===== src/rtl/dmac_pkg.sv =====
// Shared definitions for the DMA bus master: FSM encoding, default widths
// and the ALU slave register offsets that DMA blocks usually target.
package dmac_pkg;

  localparam int DEF_AW = 16;
  localparam int DEF_DW = 32;
  localparam int DEF_LW = 8;

  localparam logic [2:0] ENC_IDLE  = 3'd0;
  localparam logic [2:0] ENC_REQ   = 3'd1;
  localparam logic [2:0] ENC_RD    = 3'd2;
  localparam logic [2:0] ENC_LATCH = 3'd3;
  localparam logic [2:0] ENC_WR    = 3'd4;
  localparam logic [2:0] ENC_DONE  = 3'd5;

  typedef enum logic [2:0] {
    ST_IDLE  = ENC_IDLE,
    ST_REQ   = ENC_REQ,
    ST_RD    = ENC_RD,
    ST_LATCH = ENC_LATCH,
    ST_WR    = ENC_WR,
    ST_DONE  = ENC_DONE
  } state_t;

  // ALU slave offsets: fixed-address targets for streaming in / draining out
  localparam logic [15:0] ALU_OP_START  = 16'h0000;
  localparam logic [15:0] ALU_INSTR     = 16'h0003;
  localparam logic [15:0] ALU_RESULT    = 16'h0004;
  localparam logic [15:0] ALU_REGF_BASE = 16'h0010;
  localparam logic [15:0] ALU_REGF_LAST = 16'h001F;

endpackage


===== src/rtl/dmac_addr_cnt.sv =====
// Loadable address register that optionally advances by one word per step.
// Wraps modulo 2^AW.
module dmac_addr_cnt #(
  parameter int AW = 16
) (
  input  logic          clk,
  input  logic          reset_n,
  input  logic          load,
  input  logic [AW-1:0] load_val,
  input  logic          step,
  input  logic          inc,
  output logic [AW-1:0] q
);

  logic [AW-1:0] q_reg;

  always_ff @(posedge clk) begin
    if (!reset_n) begin
      q_reg <= '0;
    end else if (load) begin
      q_reg <= load_val;
    end else if (step && inc) begin
      q_reg <= q_reg + AW'(1);
    end
  end

  assign q = q_reg;

endmodule


===== src/rtl/dmac_master.sv =====
// DMA bus master: copies a block of words, one bus read then one bus write
// per word, with independently fixed or incrementing source/destination.
module dmac_master
  import dmac_pkg::*;
#(
  parameter int AW = DEF_AW,
  parameter int DW = DEF_DW,
  parameter int LW = DEF_LW
) (
  input  logic          clk,
  input  logic          reset_n,
  input  logic          op_start,
  input  logic [AW-1:0] src_addr,
  input  logic [AW-1:0] dst_addr,
  input  logic [LW-1:0] data_size,
  input  logic          src_inc,
  input  logic          dst_inc,
  input  logic          int_en,
  input  logic          opdone_clear,
  output logic          m_req,
  input  logic          m_grant,
  output logic          m_sel,
  output logic          m_wr,
  output logic [AW-1:0] m_addr,
  output logic [DW-1:0] m_dout,
  input  logic [DW-1:0] m_din,
  output logic          busy,
  output logic          op_done,
  output logic          m_interrupt
);

  state_t        state_reg, state_next;
  logic          op_start_q_reg;
  logic          start;
  logic [LW-1:0] cnt_reg;
  logic [DW-1:0] data_reg;
  logic          op_done_reg;
  logic          load;
  logic          word_step;

  logic [AW-1:0] addr_q [2];
  logic [AW-1:0] src_q, dst_q;

  assign start     = op_start & ~op_start_q_reg;
  assign load      = (state_reg == ST_IDLE) && start;
  assign word_step = (state_reg == ST_WR);

  // Index 0 is the source pointer, index 1 the destination pointer
  generate
    for (genvar gi = 0; gi < 2; gi++) begin : g_addr
      dmac_addr_cnt #(.AW(AW)) u_addr_cnt (
        .clk      (clk),
        .reset_n  (reset_n),
        .load     (load),
        .load_val ((gi == 0) ? src_addr : dst_addr),
        .step     (word_step),
        .inc      ((gi == 0) ? src_inc : dst_inc),
        .q        (addr_q[gi])
      );
    end
  endgenerate

  assign src_q = addr_q[0];
  assign dst_q = addr_q[1];

  always_ff @(posedge clk) begin
    if (!reset_n) begin
      state_reg      <= ST_IDLE;
      op_start_q_reg <= 1'b0;
      cnt_reg        <= '0;
      data_reg       <= '0;
      op_done_reg    <= 1'b0;
    end else begin
      state_reg      <= state_next;
      op_start_q_reg <= op_start;
      if (load) begin
        cnt_reg <= data_size;
      end else if (word_step) begin
        cnt_reg <= cnt_reg - LW'(1);
      end
      if (state_reg == ST_LATCH) begin
        data_reg <= m_din;
      end
      // Completion outranks a same-cycle clear so the event is never lost
      if (state_reg == ST_DONE) begin
        op_done_reg <= 1'b1;
      end else if (opdone_clear) begin
        op_done_reg <= 1'b0;
      end
    end
  end

  always_comb begin
    state_next = state_reg;
    m_req      = 1'b0;
    m_sel      = 1'b0;
    m_wr       = 1'b0;
    m_addr     = '0;
    m_dout     = '0;
    case (state_reg)
      ST_IDLE: begin
        if (start) begin
          state_next = (data_size == '0) ? ST_DONE : ST_REQ;
        end
      end
      ST_REQ: begin
        m_req = 1'b1;
        if (m_grant) begin
          state_next = ST_RD;
        end
      end
      ST_RD: begin
        m_req      = 1'b1;
        m_sel      = 1'b1;
        m_addr     = src_q;
        state_next = ST_LATCH;
      end
      ST_LATCH: begin
        m_req      = 1'b1;
        state_next = ST_WR;
      end
      ST_WR: begin
        m_req  = 1'b1;
        m_sel  = 1'b1;
        m_wr   = 1'b1;
        m_addr = dst_q;
        m_dout = data_reg;
        if (cnt_reg == LW'(1)) begin
          state_next = ST_DONE;
        end else if (m_grant) begin
          state_next = ST_RD;
        end else begin
          state_next = ST_REQ;
        end
      end
      ST_DONE: begin
        state_next = ST_IDLE;
      end
      default: begin
        state_next = ST_IDLE;
      end
    endcase
  end

  assign busy        = (state_reg != ST_IDLE);
  assign op_done     = op_done_reg;
  assign m_interrupt = op_done_reg & int_en;

endmodule


===== config.mk =====
export PLATFORM = sky130hd
export DESIGN_NAME = dmac_master
export DESIGN_NICKNAME = d
export VERILOG_FILES = /design/src/rtl/dmac_pkg.sv /design/src/rtl/dmac_addr_cnt.sv /design/src/rtl/dmac_master.sv
export SDC_FILE = /design/constraint.sdc
export NUM_CORES = 1
export LEC_CHECK = 0
export BUFFER_PORTS_ARGS = -buffer_cell sky130_fd_sc_hd__buf_2
export CAP_MARGIN = 30
export CORE_AREA = 2 2 121 123
export CTS_BUF_LIST = sky130_fd_sc_hd__clkbuf_16
export CTS_CLUSTER_SIZE = 40
export DETAILED_ROUTE_END_ITERATION = 6
export DIE_AREA = 0 0 123 125
export PLACE_DENSITY_LB_ADDON = 0.2
export REMOVE_ABC_BUFFERS = 1
export SLEW_MARGIN = 25
export SYNTH_ARGS = -nofsm -noshare
export SYNTH_HDL_FRONTEND = slang
export SYNTH_SLANG_ARGS = --single-unit

===== constraint.sdc =====
create_clock -name clk -period 3.7 [get_ports clk]
set_input_delay 0.74 -clock clk [delete_from_list [all_inputs] [get_ports clk]]
set_output_delay 0.74 -clock clk [all_outputs]
set_load 0.03 [all_outputs]

==> results.sh <==
export IMPL_max_freq_mhz=319
export IMPL_vias=4158
export IMPL_rsz0062_at_grt="false"
export IMPL_die_area_mm2=0.0154
export IMPL_overflow=0
export IMPL_clk_latency_ns=0.34
export IMPL_cp_cell_sequence="nor2_4 -> nand2_2 -> inv_2 -> a22o_1 -> buf_2"
export IMPL_syn_instance_count=515
export IMPL_hold_start="data_reg[3]$_SDFFE_PN0N_"
export IMPL_min_to="data_reg[3]$_SDFFE_PN0N_"
export IMPL_end_kind="output pin"
export IMPL_cts_root_buf="clkbuf_16"
export IMPL_critPathRequiredTime_ns=2.96
export IMPL_seq_area_frac_synth_pct=37.5
export IMPL_r2r_start="state_reg[0]$_SDFFE_PN0P_"
export IMPL_tns_ns=0
export IMPL_synth_edf_count=0
export IMPL_core_mm2=0.0142
export IMPL_avgSynthCellArea_um2=7.98
export IMPL_synth_distinct_cells=64
export IMPL_postSynth_asyncResetShare_pct=0
export IMPL_nets=715
export IMPL_max_stage_delay_ns=0.66
export IMPL_yosysWarnings=0
export IMPL_antenna_found_initial=0
export IMPL_critical_path_top_delay_family="buffers and inverters"
export IMPL_rrSetupSlack_ns=1.09
export IMPL_worst_pin_slew_ns=0.834
export IMPL_status="finished, final reports clean"
export IMPL_r2r_end="cnt_reg[7]$_SDFFE_PN0P_"
export IMPL_grt_first_pass_wirelength_um=20100
export IMPL_port_buffers=133
export IMPL_period_needed_ns=3.14
export IMPL_arrival_ns=2.40
export IMPL_rows=44
export IMPL_post_drt_wl_per_cell_um=15.8
export IMPL_gp_congestion=0.818
export IMPL_area_growth_syn_to_layout_pct=27.2
export IMPL_worstSetupPathType="register to output pin"
export IMPL_die_w_um=123
export IMPL_holdBufCountCts=0
export IMPL_slowest_stage="inv_2"
export IMPL_reg2regPathDepth=6
export IMPL_maxCapViolCount=0
export IMPL_grt_util_all_layers_pct=16.7
export IMPL_antenna_cells=0
export IMPL_post_cts_repair_setup_buffers=0
export IMPL_grt_start_max_net_pins=53
export IMPL_crit_fanout=52
export IMPL_post_cts_resized=0
export IMPL_p_leak_nw=2.07
export IMPL_detail_route_antenna_nets=0
export IMPL_start_util_pct=28.9
export IMPL_setup_viol=0
export IMPL_powerDensity_mw_per_mm2=415
export IMPL_syn_area_mm2=0.00411
export IMPL_maxSlewHeadroom_pct=44.3
export IMPL_path_clk_slew_ns=0.06
export IMPL_holdPathStages=2
export IMPL_hold_viol=0
export IMPL_drc=0
export IMPL_ioPinCount=134
export IMPL_grt_pass1_vias=3901
export IMPL_clkSinkCount=77
export IMPL_dr_pass1_iters=4
export IMPL_hpwlAfterDp_um=9310
export IMPL_via_per_inst=5.07
export IMPL_ir_drop_mv=0.181
export IMPL_clockBufferDepth=2
export IMPL_skew_ns=0.00759
export IMPL_cts_tree="built"
export IMPL_die_height_um=125
export IMPL_yosys_most_used_dff="dfxtp_1"
export IMPL_crit_buf_inv=2
export IMPL_slew_violations=0
export IMPL_drive_gt1_share_pct=27.2
export IMPL_drt_iter0_drc=245
export IMPL_cts_made_buffers=9
export IMPL_cp_start_kind="register"
export IMPL_post_route_period_util_pct=84.9
export IMPL_utilization_pct=36.8
export IMPL_hp_class="register to register"
export IMPL_routed_wl_um=12900
export IMPL_ys_ff_latch=77
export IMPL_h_tree_depth=3
-- how the worst max path moves through the flow --
| stage | startpoint | end | slack, ns | cells after the start |
|---|---|---|---|---|
| 2_1_floorplan | op_start | g_addr[1].u_addr_cnt.q[6]$_SDFFE_PN0P_ | 1.22 | 4 |
| 3_5_place_dp | state_reg[0]$_SDFFE_PN0P_ | m_addr[11] | 0.94 | 5 |
| 4_1_cts | state_reg[0]$_SDFFE_PN0P_ | m_addr[11] | 0.56 | 5 |
| 3_3_place_gp | state_reg[0]$_SDFFE_PN0P_ | m_addr[11] | 1.08 | 5 |
| 5_1_grt | state_reg[0]$_SDFFE_PN0P_ | m_addr[4] | 0.39 | 5 |
| 6_report | state_reg[0]$_SDFFE_PN0P_ | m_addr[4] | 0.56 | 5 |
-- Yosys cell counts, types with 2 or more instances --
cell       instances  area (um2)
nand4bb_1          2        22.5
clkbuf_1          24        90.1
nand3_4            2        35.0
dfxtp_1           77        1540
nand3_1           20         100
nor4_1             6        37.5
nand3b_1           3        22.5
inv_2              2        7.51
a2bb2oi_1          2        17.5
a22oi_1            3        22.5
o31ai_1            3        22.5
a211oi_1           8        60.1
a21oi_1           58         290
nand4b_1           2        17.5
ha_1               4        50.1
and2_1            39         244
xor2_1             7        61.3
o2bb2a_1           2        20.0
nand2b_1           2        12.5
and4_1             2        17.5
or3_1              7        43.8
o311ai_0           2        17.5
or4_1              4        30.0
nor3b_2            2        25.0
nor3_1             4        20.0
xnor2_1            8        70.1
nor2b_1            2        12.5
a22o_1            15         131
nand4_1           10        62.6
inv_1              7        26.3
o22ai_1            3        18.8
a31oi_1           11        68.8
buf_2              8        40.0
nand2_1           85         319
o21a_1             3        22.5
o211ai_1          10        75.1
o21ai_0           17        85.1
and3_1             3        18.8
or2_2              2        12.5
o31a_1             3        26.3
nor2_1            18        67.6
-- layout by cell type (no fill, tap or decap), drive strengths merged, types with 7 or more instances in the layout --
cell	count
and2	39
nand4	10
or3	7
a22o	15
nand3	22
a211oi	8
xnor2	8
a21oi	58
buf	140
xor2	7
clkbuf	9
a31oi	11
o211ai	10
o21ai	18
nand2	86
nor2	19
inv	8
dfxtp	77
-- layer usage --
layer  vias up  routed length, um  GRT usage (%)
met1      1878               6120           22.8
met2       158               5510           24.8
met3        20                981           3.79
met4         0                321           7.89
li1       2102                  -              -
met5         -                  0              0
-- area by class of cell --
| class | count | area [um2] |
|---|---|---|
| fill | 1500 | 8980 |
| tap | 184 | 230 |
| clock inverter | 7 | 90.1 |
| clock buffer | 9 | 225 |
| inverter | 9 | 33.8 |
| sequential | 77 | 1540 |
| multi-input combinational | 394 | 2380 |
| timing repair buffer | 140 | 718 |
-- stage by stage --
| stage | setup WS (ns) | power [mW] | area, um2 | instances | hold slack (ns) |
|---|---|---|---|---|---|
| after floorplan | 1.22 | 1.11 | 3960 | 480 | 0.432 |
| after global placement | 1.08 | 1.24 | 4910 | 804 | 0.437 |
| after detailed placement | 0.937 | 1.24 | 4910 | 804 | 0.444 |
| after CTS | 0.559 | 2.20 | 5220 | 820 | 0.452 |
| after global routing | 0.387 | 2.27 | 5220 | 820 | 0.474 |
| final | 0.560 | 2.17 | 5220 | 820 | 0.448 |
-- logic make-up (layout without fill, tap and decap cells) --
logic type | count (synthesis) | count (layout) | synth area share [%]
AOI/OAI and AO/OA | 152 | 152 | 24.1
muxes | 1 | 1 | 0.244
DFF | 77 | 77 | 37.5
buffers and inverters | 44 | 165 | 4.54
and+or+nand+nor | 222 | 222 | 29.2
xor gates and xnor gates | 15 | 15 | 3.20
adders and majority gates | 4 | 4 | 1.22
-- worst register-to-register path, cell delays in order (launching register included) --
cell and delay (ns):
dfxtp_1 0.48, nor2_4 0.29, nand2_2 0.15, inv_2 0.66, nand3_1 0.34, or4_1 0.47
a31oi_1 0.16
-- power by group --
part | internal [mW] | switching, mW | leakage [nW] | total (mW)
clock network | 0.587 | 0.359 | 0.153 | 0.946
logic | 0.119 | 0.158 | 1.29 | 0.277
registers | 0.877 | 0.0689 | 0.628 | 0.946
total | 1.58 | 0.586 | 2.07 | 2.17
No activity file was read; power rests on OpenSTA's default activity.
